File: config.mk
export PLATFORM = sky130hd
export DESIGN_NAME = mem_access_unit
export DESIGN_NICKNAME = d
export VERILOG_FILES = /design/src/rtl/mem_access_unit.sv
export SDC_FILE = /design/constraint.sdc
export NUM_CORES = 1
export LEC_CHECK = 0
export ABC_AREA = 1
export CAP_MARGIN = 20
export CORE_AREA = 2 2 216 218
export CTS_CLUSTER_SIZE = 25
export DETAILED_ROUTE_END_ITERATION = 8
export DIE_AREA = 0 0 218 220
export HOLD_SLACK_MARGIN = 0.12
export PLACE_DENSITY = 0.6
export SLEW_MARGIN = 20
export SYNTH_ARGS = -nofsm -noshare
export SYNTH_HDL_FRONTEND = slang
export SYNTH_SLANG_ARGS = --single-unit
File: constraint.sdc
create_clock -name clk -period 6.3 [get_ports clk]
set_clock_uncertainty 0.1 [all_clocks]
set_input_delay 1.575 -clock clk [delete_from_list [all_inputs] [get_ports clk]]
set_output_delay 1.575 -clock clk [all_outputs]
set_load 0.01 [all_outputs]
File: src/rtl/mem_access_unit.sv
// Memory-stage access unit: issues aligned loads/stores to the data port, stalls upstream
// until the response arrives, and passes non-memory ops and misaligned ops straight through.
package mem_access_unit_pkg;
  localparam int unsigned XLEN   = 64;
  localparam int unsigned REG_AW = 5;

  typedef struct packed {
    logic       memread;
    logic       memwrite;
    logic       regwrite;
    logic       msign;
    logic [2:0] msize;
  } ctl_t;

  typedef struct packed {
    logic [XLEN-1:0]   result;
    logic [XLEN-1:0]   pc;
    ctl_t              ctl;
    logic [REG_AW-1:0] dst;
    logic              is_bubble;
  } execute_data_t;

  typedef struct packed {
    logic [XLEN-1:0]   result;
    logic [XLEN-1:0]   pc;
    ctl_t              ctl;
    logic [REG_AW-1:0] dst;
    logic              is_bubble;
    logic              misalign;
  } memory_data_t;
endpackage

module mem_access_unit
  import mem_access_unit_pkg::*;
(
  input  logic            clk,
  input  logic            reset,
  input  execute_data_t   dataE,
  input  logic [XLEN-1:0] wdata,
  output logic            dreq_valid,
  output logic [XLEN-1:0] dreq_addr,
  output logic [2:0]      dreq_size,
  output logic [7:0]      dreq_strobe,
  output logic [XLEN-1:0] dreq_data,
  input  logic            dresp_ok,
  input  logic [XLEN-1:0] dresp_data,
  output memory_data_t    dataM,
  output logic            Dwait
);

  localparam logic [XLEN-1:0] RESET_PC = 64'h8000_0000;

  typedef enum logic [1:0] {IDLE, BUSY, DONE} state_e;

  state_e          state_q, state_d;
  logic [XLEN-1:0] addr_q, addr_d;
  logic [2:0]      size_q, size_d;
  logic            sign_q, sign_d;
  logic [7:0]      strobe_q, strobe_d;
  logic [XLEN-1:0] data_q, data_d;
  logic [XLEN-1:0] resp_buf_q, resp_buf_d;

  logic            is_mem, misalign;
  logic [2:0]      offset;
  logic [7:0]      base_strobe, req_strobe;
  logic [XLEN-1:0] req_data;
  logic [2:0]      ext_off, ext_size;
  logic            ext_sign;
  logic [XLEN-1:0] shifted, ext_val;

  always_ff @(posedge clk) begin
    if (reset) begin
      state_q    <= IDLE;
      addr_q     <= '0;
      size_q     <= '0;
      sign_q     <= 1'b0;
      strobe_q   <= '0;
      data_q     <= '0;
      resp_buf_q <= '0;
    end else begin
      state_q    <= state_d;
      addr_q     <= addr_d;
      size_q     <= size_d;
      sign_q     <= sign_d;
      strobe_q   <= strobe_d;
      data_q     <= data_d;
      resp_buf_q <= resp_buf_d;
    end
  end

  // Request decode from the incoming op: alignment, byte lanes, lane-shifted store data
  always_comb begin
    is_mem = !dataE.is_bubble && (dataE.ctl.memread || dataE.ctl.memwrite);
    offset = dataE.result[2:0];
    case (dataE.ctl.msize)
      3'd1:    misalign = offset[0];
      3'd2:    misalign = |offset[1:0];
      3'd3:    misalign = |offset;
      default: misalign = 1'b0;
    endcase
    case (dataE.ctl.msize)
      3'd0:    base_strobe = 8'h01;
      3'd1:    base_strobe = 8'h03;
      3'd2:    base_strobe = 8'h0F;
      3'd3:    base_strobe = 8'hFF;
      default: base_strobe = 8'h00;
    endcase
    req_strobe = dataE.ctl.memwrite ? (base_strobe << offset) : 8'h00;
    req_data   = wdata << {offset, 3'b000};
  end

  // Load extraction uses the live op in the issue cycle and the latched request afterwards
  always_comb begin
    ext_off  = (state_q == IDLE) ? offset : addr_q[2:0];
    ext_size = (state_q == IDLE) ? dataE.ctl.msize : size_q;
    ext_sign = (state_q == IDLE) ? dataE.ctl.msign : sign_q;
    shifted  = dresp_data >> {ext_off, 3'b000};
    case (ext_size)
      3'd0:    ext_val = ext_sign ? {{56{shifted[7]}}, shifted[7:0]}   : {56'd0, shifted[7:0]};
      3'd1:    ext_val = ext_sign ? {{48{shifted[15]}}, shifted[15:0]} : {48'd0, shifted[15:0]};
      3'd2:    ext_val = ext_sign ? {{32{shifted[31]}}, shifted[31:0]} : {32'd0, shifted[31:0]};
      default: ext_val = shifted;
    endcase
  end

  always_comb begin
    state_d     = state_q;
    addr_d      = addr_q;
    size_d      = size_q;
    sign_d      = sign_q;
    strobe_d    = strobe_q;
    data_d      = data_q;
    resp_buf_d  = resp_buf_q;
    dreq_valid  = 1'b0;
    dreq_addr   = addr_q;
    dreq_size   = size_q;
    dreq_strobe = strobe_q;
    dreq_data   = data_q;
    Dwait       = 1'b0;
    dataM = '{result: dataE.result, pc: dataE.pc, ctl: dataE.ctl, dst: dataE.dst,
              is_bubble: dataE.is_bubble, misalign: 1'b0};

    case (state_q)
      IDLE: begin
        if (is_mem && misalign) begin
          dataM.misalign     = 1'b1;
          dataM.ctl.regwrite = 1'b0;
        end else if (is_mem) begin
          dreq_valid  = 1'b1;
          dreq_addr   = dataE.result;
          dreq_size   = dataE.ctl.msize;
          dreq_strobe = req_strobe;
          dreq_data   = req_data;
          Dwait       = 1'b1;
          addr_d      = dataE.result;
          size_d      = dataE.ctl.msize;
          sign_d      = dataE.ctl.msign;
          strobe_d    = req_strobe;
          data_d      = req_data;
          dataM = '{result: '0, pc: dataE.pc, ctl: '0, dst: '0, is_bubble: 1'b1, misalign: 1'b0};
          if (dresp_ok) begin
            resp_buf_d = ext_val;
            state_d    = DONE;
          end else begin
            state_d    = BUSY;
          end
        end
      end
      BUSY: begin
        dreq_valid = 1'b1;
        Dwait      = 1'b1;
        dataM = '{result: '0, pc: dataE.pc, ctl: '0, dst: '0, is_bubble: 1'b1, misalign: 1'b0};
        if (dresp_ok) begin
          resp_buf_d = ext_val;
          state_d    = DONE;
        end
      end
      DONE: begin
        dataM.result = resp_buf_q;
        state_d      = IDLE;
      end
      default: state_d = IDLE;
    endcase

    // Reset overrides the visible outputs in the same cycle
    if (reset) begin
      dreq_valid = 1'b0;
      Dwait      = 1'b0;
      dataM = '{result: '0, pc: RESET_PC, ctl: '0, dst: '0, is_bubble: 1'b1, misalign: 1'b0};
    end
  end

endmodule

== Word-level counts from Yosys, hierarchy flattened ==
Index checks and enable logic that the tools add are counted.

* Eq/ne operators: 10
* Shift operators: 3
* Mux-type cells: 43
* Bitwise logic cells: 1
* Reduce and logical (&&, ||, !) cells: 13

{| class="wikitable"
|+ Operators with widths
! kind !! number
|-
| $mux 64 || 12
|-
| $pmux 64 s3 || 2
|-
| $mux 142 || 2
|-
| $pmux 78 s2 || 1
|-
| $mux 130 || 1
|-
| $pmux 64 s2 || 1
|-
| $shl 64x6->64 || 1
|-
| $shr 64x6->64 || 1
|-
| $mux 8 || 4
|-
| $pmux 8 s4 || 1
|-
| $mux 3 || 5
|-
| $mux 10 || 1
|-
| $eq 3x2->1 const B || 3
|-
| $reduce_and 3->1 || 3
|-
| $mux 2 || 4
|-
| $shl 8x3->8 || 1
|-
| $eq 3x1->1 const B || 2
|-
| $logic_not 3->1 || 2
|-
| $mux 1 || 6
|-
| $ne 2x2->1 const B || 3
|-
| $pmux 2 s2 || 1
|-
| $pmux 1 s3 || 1
|-
| $reduce_or 3->1 || 1
|-
| $eq 2x1->1 const B || 1
|-
| 9 further kinds || 10
|}

* Register bits after elaboration: 206
* Input port bits: 272
* Output and inout port bits: 283

== Logic depth before layout (Yosys ltp) ==
Gate-level depths: netlist (run 1).

* Depth after elaboration: 9
* Gate-level depth with buffers: 16

== Worst setup path after synthesis (run 1) ==
Ideal clock, no wire load.

* Kind: input -> output
* Start: in dataE[77] in the netlist's numbering
* End: out dreq_addr[30]
* Arrival: 3050 ps
* Data required time: 4625 ps
* Path slack: 1575 ps
* Cell stages on the path: 15
* Cell sequence: buf_4 -> inv_2 -> nand2_4 -> inv_2 -> nand2_1 -> nand2_1 -> nand2_2 -> inv_2 -> nand2_2 -> nor2_4 -> inv_2 -> clkbuf_1 -> or2_2 -> o21ai_0 -> inv_1

* Cells in the longest elaborated chain, start to end: 5
* Elaborated cells on any way between the ends: 6
* Those cells by class: mux: 3; reduce/logical: 3

{| class="wikitable"
|+ Ends and longest elaborated chain
! what !! line !! source
|-
| start, declared || 38 || <nowiki>input execute_data_t dataE,</nowiki>
|-
| $reduce_or 3->1 or $reduce_or 2->1 (tied branches) || 98, 97 ||
|-
| $pmux 1 s3 * || 95 || <nowiki>case (dataE.ctl.msize)</nowiki>
|-
| $logic_and 1x1->1 * || 145 || <nowiki>if (is_mem && misalign) begin</nowiki>
|-
| $mux 64 * || n/a ||
|-
| $mux 64 * || 143 || <nowiki>case (state_q)</nowiki>
|-
| end, declared || 41 || <nowiki>output logic [XLEN-1:0] dreq_addr,</nowiki>
|}

Mark *: on every way between the ends. The rest lies on a longest branch, timed or not.

== Final worst setup path (run 1) ==
* Start: in dataE[79] in the netlist's numbering
* End: out dreq_strobe[7]

* Cells in the longest elaborated chain, start to end: 5
* Elaborated cells on any way between the ends: 8
* Those cells by class: shift: 1; mux: 5; reduce/logical: 2

{| class="wikitable"
|+ Ends and longest elaborated chain
! what !! line !! source
|-
| $shl 8x3->8 or $reduce_or 3->1 (tied branches) || 108, 98 ||
|-
| $mux 8 or $pmux 1 s3 (tied branches) || 108, 95 ||
|-
| $mux 8 or $logic_and 1x1->1 (tied branches) || 148, 145 ||
|-
| $mux 8 * (2 in series) || n/a ||
|-
| end, declared || 43 || <nowiki>output logic [7:0] dreq_strobe,</nowiki>
|}

Marked as above.

==> run_results.csv, run 1 <==
group,metric,value,unit
outcome,status,"completed",
sta,tightest_slew,0.922,ns
pwr,vdd_drop_max,0.196,mV
cts,cts_hold_buf,0,
logic_synthesis,netlist_instances,2346,
die,die_w,218,um
detailed_routing,wl_per_cell,19.8,um
logic_synthesis,synth-edff-count,0,
grt,grt_pass1_wl,99900,um
die,rows,79,
sta,hold_viol_final,0,
cells_and_area,fillerInstances,4950,
cts,clk_path_buf_depth,3,
detailed_routing,dr.first_iter.drc_count,1587,
place,portBuffers,554,
cts,cts.sink_count,206,
logic_synthesis,synth-seq-area-share,0.305,
setup_path,path_class,"in2out",
cts,root_buffer,"clkbuf_16",
detailed_routing,vias,17100,
setup_path,path_max_fanout,37,
setup_path,crit_family,"buffers and inverters",
logic_synthesis,synth-seq-cells,206,
cts,clock_latency,0.54,ns
grt,grt_max_degree,125,
cts,post-cts-setup-buffer-count,0,
setup_path,path_common_cell,"o21ai_0",
grt,grtUsageTotal,0.271,
sta,setup_viol,0,
sta,rsz0062_at_grt,"no",
cts,cts_buffers,26,
die,coreArea,45900,um^2
sta,max_freq,166,MHz
grt,antenna_found_initial,3,
setup_path,required,4.62,ns
logic_synthesis,async_flop_share,0,
pwr,p_leak,9.17,nW
cts,cts_resized,0,
setup_path,crit_path_end_kind,"output port",
cells_and_area,final_layout_size_suffix_gt1_frac,0.0538,
detailed_routing,routed_wl,67500,um
logic_synthesis,netlist_area,13500,um^2
pwr,p_per_area,219,nW/um^2
logic_synthesis,yosysWarnings,0,
setup_path,cpMaxStageDelayCell,"clkdlybuf4s50_1",
cts,cts_htree_levels,1,
logic_synthesis,syn_nets,2618,
place,gp_congestion,0.946,
detailed_routing,drtAntennaViolNets,0,
place,placed_cells,3368,
setup_path,path_cells,"clkdlybuf4s50_1 > buf_4 > inv_1 > buf_4 > o21ai_0 > o21ai_0 > o21ai_0 > inv_1 > clkdlybuf4s50_1",
setup_path,cp.arrival,4.34,ns
sta,drv_slew,0,
setup_path,cp-start-kind,"input pin",
setup_path,cp.buffers_inverters,6,
cts,tritoncts,"yes",
sta,holdWs,0.368,ns
die,initial_core_util,0.295,
detailed_routing,drt_pre_antenna_iters,6,
worst_hold_path,min-delay-path-class,"reg2reg",
die,ios,555,
grt,globalRouteOverflowTotal,0,
cells_and_area,post_layout_nonfiller_instances,3416,
cells_and_area,area_growth,49.5,%
sta,fin_crit_sh,0.954,
grt,grt_pass1_vias,16400,
die,dieArea,48000,um^2
place,hpwl,52100,um
detailed_routing,routed_via_density,5.00,
cts,clkTransAtPathRegs,0.05,ns
cells_and_area,final_nets,3061,
sta,period_minus_slack,6.01,ns
logic_synthesis,synth.distinct_cells,37,
die,die_h,220,um
logic_synthesis,synthFlopType,"dfxtp_1",
detailed_routing,remaining_drc_errors,0,
sta,tns,0,ns
logic_synthesis,avgSynthCellArea,5.77,um^2
job,maxCapViolCount,0,
setup_path,max_stage_delay,0.53,ns
sta,slew_headroom,0.386,
[cells in the mapped netlist, types with 2 or more instances]
master	count	share of area
nand3_2	4	0.0030
nor3_1	7	0.0026
buf_4	11	0.0061
o21a_1	2	0.0011
nand3_1	175	0.065
or2_2	41	0.019
clkbuf_1	97	0.027
o21ai_0	279	0.10
o21ai_2	3	0.0019
or2_0	32	0.015
nand2_4	2	0.0017
o22ai_1	4	0.0018
nor2_2	3	0.0014
o211ai_1	17	0.0094
o32ai_1	4	0.0026
a21oi_1	145	0.054
dfxtp_1	206	0.30
inv_1	265	0.073
buf_2	53	0.020
inv_2	11	0.0031
a22oi_1	6	0.0033
nand2_1	605	0.17
nor2_4	3	0.0025
buf_6	3	0.0025
o311ai_0	4	0.0026
buf_1	5	0.0014
o21ai_1	15	0.0055
nor2_1	330	0.092
nand2_2	6	0.0028
[per-layer routing]
metal  up-vias  GRT usage  wire (um)  part of all wire
met5         -          0          0                 0
li1       8257          -          -                 -
met2       670      0.473      33000              0.49
met1      8041      0.350      28600              0.42
met3        98     0.0362       4240             0.063
met4         0     0.0689       1710             0.025
[layout by cell type, fill, tap and decap left out, types with 11 or more instances in the layout]
master,instances
dfxtp_1,206
o21ai_0,279
nand2_1,605
or2_0,32
inv_1,264
nand3_1,175
or2_2,41
clkbuf_16,26
a21oi_1,145
nor2_1,328
inv_2,11
o211ai_1,17
buf_4,24
o21ai_1,15
clkdlybuf4s50_1,551
[worst register-to-register path, cell delays in order (launching register included)]
cell     delay, ns
dfxtp_1       0.39
nor2_2        0.50
nand2_1       0.22
o21ai_4       0.10
buf_4         0.48
nand3_1       0.14
nand2_1       0.09
nand2_1       0.11
nand3_4       0.19
nand3_2       0.53
nor2_1        0.41
nor2_1        0.06
[final timing paths]
check / startpoint / to / slack (ns) / depth (start not counted)
hold reg to reg: sign_q / sign_q / 0.37 / 2
hold / removal: sign_q / sign_q / 0.37 / 2
setup / recovery: dataE[79] / dreq_strobe[7] / 0.29 / 9
setup reg to reg: state_q[0] / resp_buf_q[54] / 2.90 / 11
[registers in the layout (all words and copies together) (netlist names)]
register,cells
size_q,3
addr_q,64
state_q,2
strobe_q,8
data_q,64
resp_buf_q,64
sign_q,1
[kinds of logic (layout without fill, tap and decap cells)]
family / Yosys count / count (layout) / synth area share
other: 0 / 3 / 0
buffers and inverters: 445 / 905 / 0.133
and+or+nand+nor: 1212 / 1212 / 0.374
DFF: 206 / 206 / 0.305
AOI/OAI and AO/OA: 483 / 483 / 0.188
[stage by stage]
stage          total power [mW]  setup WS (ns)   util  instance area (um^2)
5_1_grt                    4.66         0.0687  0.441                 20200
3_5_place_dp               2.95          0.273  0.423                 19400
3_3_place_gp               2.95          0.259  0.423                 19400
6_report                   4.44          0.288  0.441                 20200
2_1_floorplan              2.19           1.58      -                 13500
4_1_cts                    4.47          0.271  0.441                 20200
[where the power goes]
group / leakage (nW) / internal, mW / switching (mW) / total (mW)
sequential: 1.69 / 1.40 / 0.0341 / 1.43
combinational: 7.08 / 0.652 / 0.855 / 1.51
clock: 0.400 / 0.874 / 0.621 / 1.50
[area by class of cell]
type | instances | area (um^2) | share of cell area
multi-input combinational | 1695 | 7630 | 0.377
clock buffer | 35 | 714 | 0.0353
clock inverter | 10 | 119 | 0.00587
sequential | 206 | 4120 | 0.204
timing repair buffer | 584 | 5840 | 0.289
inverter | 276 | 1040 | 0.0513
tap | 607 | 759 | 0.0375
antenna | 3 | 7.51 | 0.000371
(Power assumes the default switching activity.)
==> run 2: changes to the inputs <==
ABC_CLOCK_PERIOD_IN_PS = 6300   (was default)
CORE_AREA = 10 10 206 208   (was 2 2 216 218)
DIE_AREA = 0 0 216 218   (was 0 0 218 220)
PLACE_DENSITY = 0.69   (was 0.6)
SKIP_CTS_REPAIR_TIMING = 1   (was default)
==> run_results.csv, run 2 (same netlist as run 1, synthesis figures left out) <==
group,metric,value,unit
pwr,switching_share,0.341,
die,rows,72,
cts,clock_latency,0.56,ns
setup_path,cp.buffers_inverters,5,
die,die_w,216,um
detailed_routing,wl_per_cell,21.1,um
cts,root_buffer,"clkbuf_16",
worst_hold_path,min_from,"sign_q",
worst_hold_path,holdPathEnd,"sign_q",
place,portBuffers,554,
detailed_routing,dr.first_iter.drc_count,1850,
pwr,switchingPower,1.50,mW
setup_path,crit_family,"buffers and inverters",
setup_path,cpMaxStageDelayCell,"clkdlybuf4s50_1",
setup_path,crit_path_end_kind,"output port",
setup_path,r2r_cells,11,
grt,grt_pass1_wl,103000,um
pwr,p_per_area,220,nW/um^2
sta,drv_slew,0,
die,die_h,218,um
die,initial_core_util,0.354,
sta,tns,0,ns
setup_path,cp-start-kind,"input pin",
worst_hold_path,hold-path-cell-count,2,
pwr,seqPwrFrac,0.324,
grt,globalRouteOverflowTotal,0,
pwr,p_int,2.91,mW
detailed_routing,routed_wl,70300,um
cells_and_area,area_growth,48.3,%
cells_and_area,final_layout_size_suffix_gt1_frac,0.0521,
cts,cts_htree_levels,1,
cts,tritoncts,"yes",
sta,fin_crit_sh,0.961,
cells_and_area,final_nets,3057,
worst_hold_path,min-delay-path-class,"reg2reg",
pwr,vdd_drop_max,0.217,mV
grt,antenna_found_initial,6,
setup_path,max_stage_delay,0.60,ns
sta,slew_headroom,0.330,
die,coreArea,38300,um^2
cells_and_area,mostFrequentLayoutCells,"nand2_1, clkdlybuf4s50_1, nor2_1",
sta,holdWs,0.358,ns
cts,clkTransAtPathRegs,0.05,ns
cells_and_area,finalCoreUtilization,0.524,
grt,grtUsageTotal,0.279,
detailed_routing,remaining_drc_errors,0,
job,maxCapViolCount,0,
detailed_routing,vias,17000,
die,dieArea,47100,um^2
sta,tightest_slew,1.00,ns
cts,cts.sink_count,206,
grt,grt_max_degree,96,
detailed_routing,drtAntennaViolNets,0,
setup_path,r2r-end,"resp_buf_q[46]",
sta,max_freq,165,MHz
pwr,p_clk_frac,0.334,
setup_path,reg2reg_from,"state_q[1]",
detailed_routing,drt_pre_antenna_iters,6,
cts,cts_buffers,25,
cells_and_area,largestRegisters,"addr_q: 64 flops, data_q: 64 flops, resp_buf_q: 64 flops",
setup_path,required,4.62,ns
place,gp_congestion,0.946,
pwr,p_leak,9.15,nW
setup_path,cp.arrival,4.38,ns
sta,hold_viol_final,0,
detailed_routing,routed_via_density,5.13,
setup_path,path_cells,"clkdlybuf4s50_1 > inv_1 > nor2_1 > nand2_1 > nand2_2 > inv_2 > nand2_1 > inv_1 > nor2_4 > nand2_1 > o21ai_0 > clkdlybuf4s50_1",
cells_and_area,layout_commonest_cell,"nand2_1",
place,hpwl,54500,um
setup_path,reg2reg_slack,2.61,ns
die,ios,555,
setup_path,path_max_fanout,11,
sta,setup_viol,0,
setup_path,path_class,"in2out",
sta,period_minus_slack,6.05,ns
setup_path,path_common_cell,"nand2_1",
pwr,combPwrFrac,0.342,
grt,grt_pass1_vias,16200,
cts,clk_path_buf_depth,3,
outcome,status,"completed",
sta,rsz0062_at_grt,"no",
==> run 2: changes by cell type in the layout (fill, tap and decap cells not counted), moves of 2 or more <==
cell      change
clkinv_2      -3
buf_4         -2
diode_2       +3
clkbuf_8      +2
==> run 2: stage by stage <==
step	std cells	area, um^2	power [mW]	worst slack (ns)
floorplan	2346	13500	2.19	1.58
global placement	3276	19200	2.94	0.415
detailed placement	3276	19200	2.95	0.378
CTS	3319	20100	4.43	0.344
global route	3323	20100	4.62	0.110
finish	3325	20100	4.42	0.249
==> run 2: worst register-to-register path: cells and delay by family (launching register included) <==
family,cells,cell delay [ns]
buf+inv,1,0.51
flops,1,0.41
simple gates,10,2.56
==> run 2: worst max-delay path by stage <==
stage	slack, ns	cells after the start	start	end
after floorplan	1.58	15	dataE[77]	dreq_addr[30]
after global placement	0.41	12	dataE[7]	dataM[95]
after detailed placement	0.38	12	dataE[7]	dataM[93]
after CTS	0.34	12	dataE[7]	dataM[100]
after global routing	0.11	12	dataE[7]	dataM[108]
final	0.25	12	dataE[7]	dataM[100]
==> run 2: cell type report <==
type                            instances  area (um^2)
Multi-Input combinational cell       1695         7630
Antenna cell                            6         15.0
Clock buffer                           35          703
Clock inverter                          8          114
Inverter                              276         1040
Tap cell                              518          648
Fill cell                            3905        18200
Sequential cell                       206         4120
Timing Repair Buffer                  581         5800
==> run 2: power groups by stage <==
stage / sequential, mW / clock (mW) / combinational, mW
detailed placement: 1.46 / 0 / 1.49
global placement: 1.46 / 0 / 1.49
global route: 1.44 / 1.55 / 1.63
floorplan: 1.45 / 0 / 0.741
finish: 1.43 / 1.47 / 1.51
CTS: 1.43 / 1.50 / 1.50
==> run 2: layer usage <==
metal / part of all wire / track usage / vias up
li1: - / - / 8260
met1: 0.41 / 0.347 / 7944
met2: 0.49 / 0.478 / 735
met3: 0.072 / 0.0503 / 105
met4: 0.030 / 0.0925 / 2
met5: 0.00011 / 0 / -
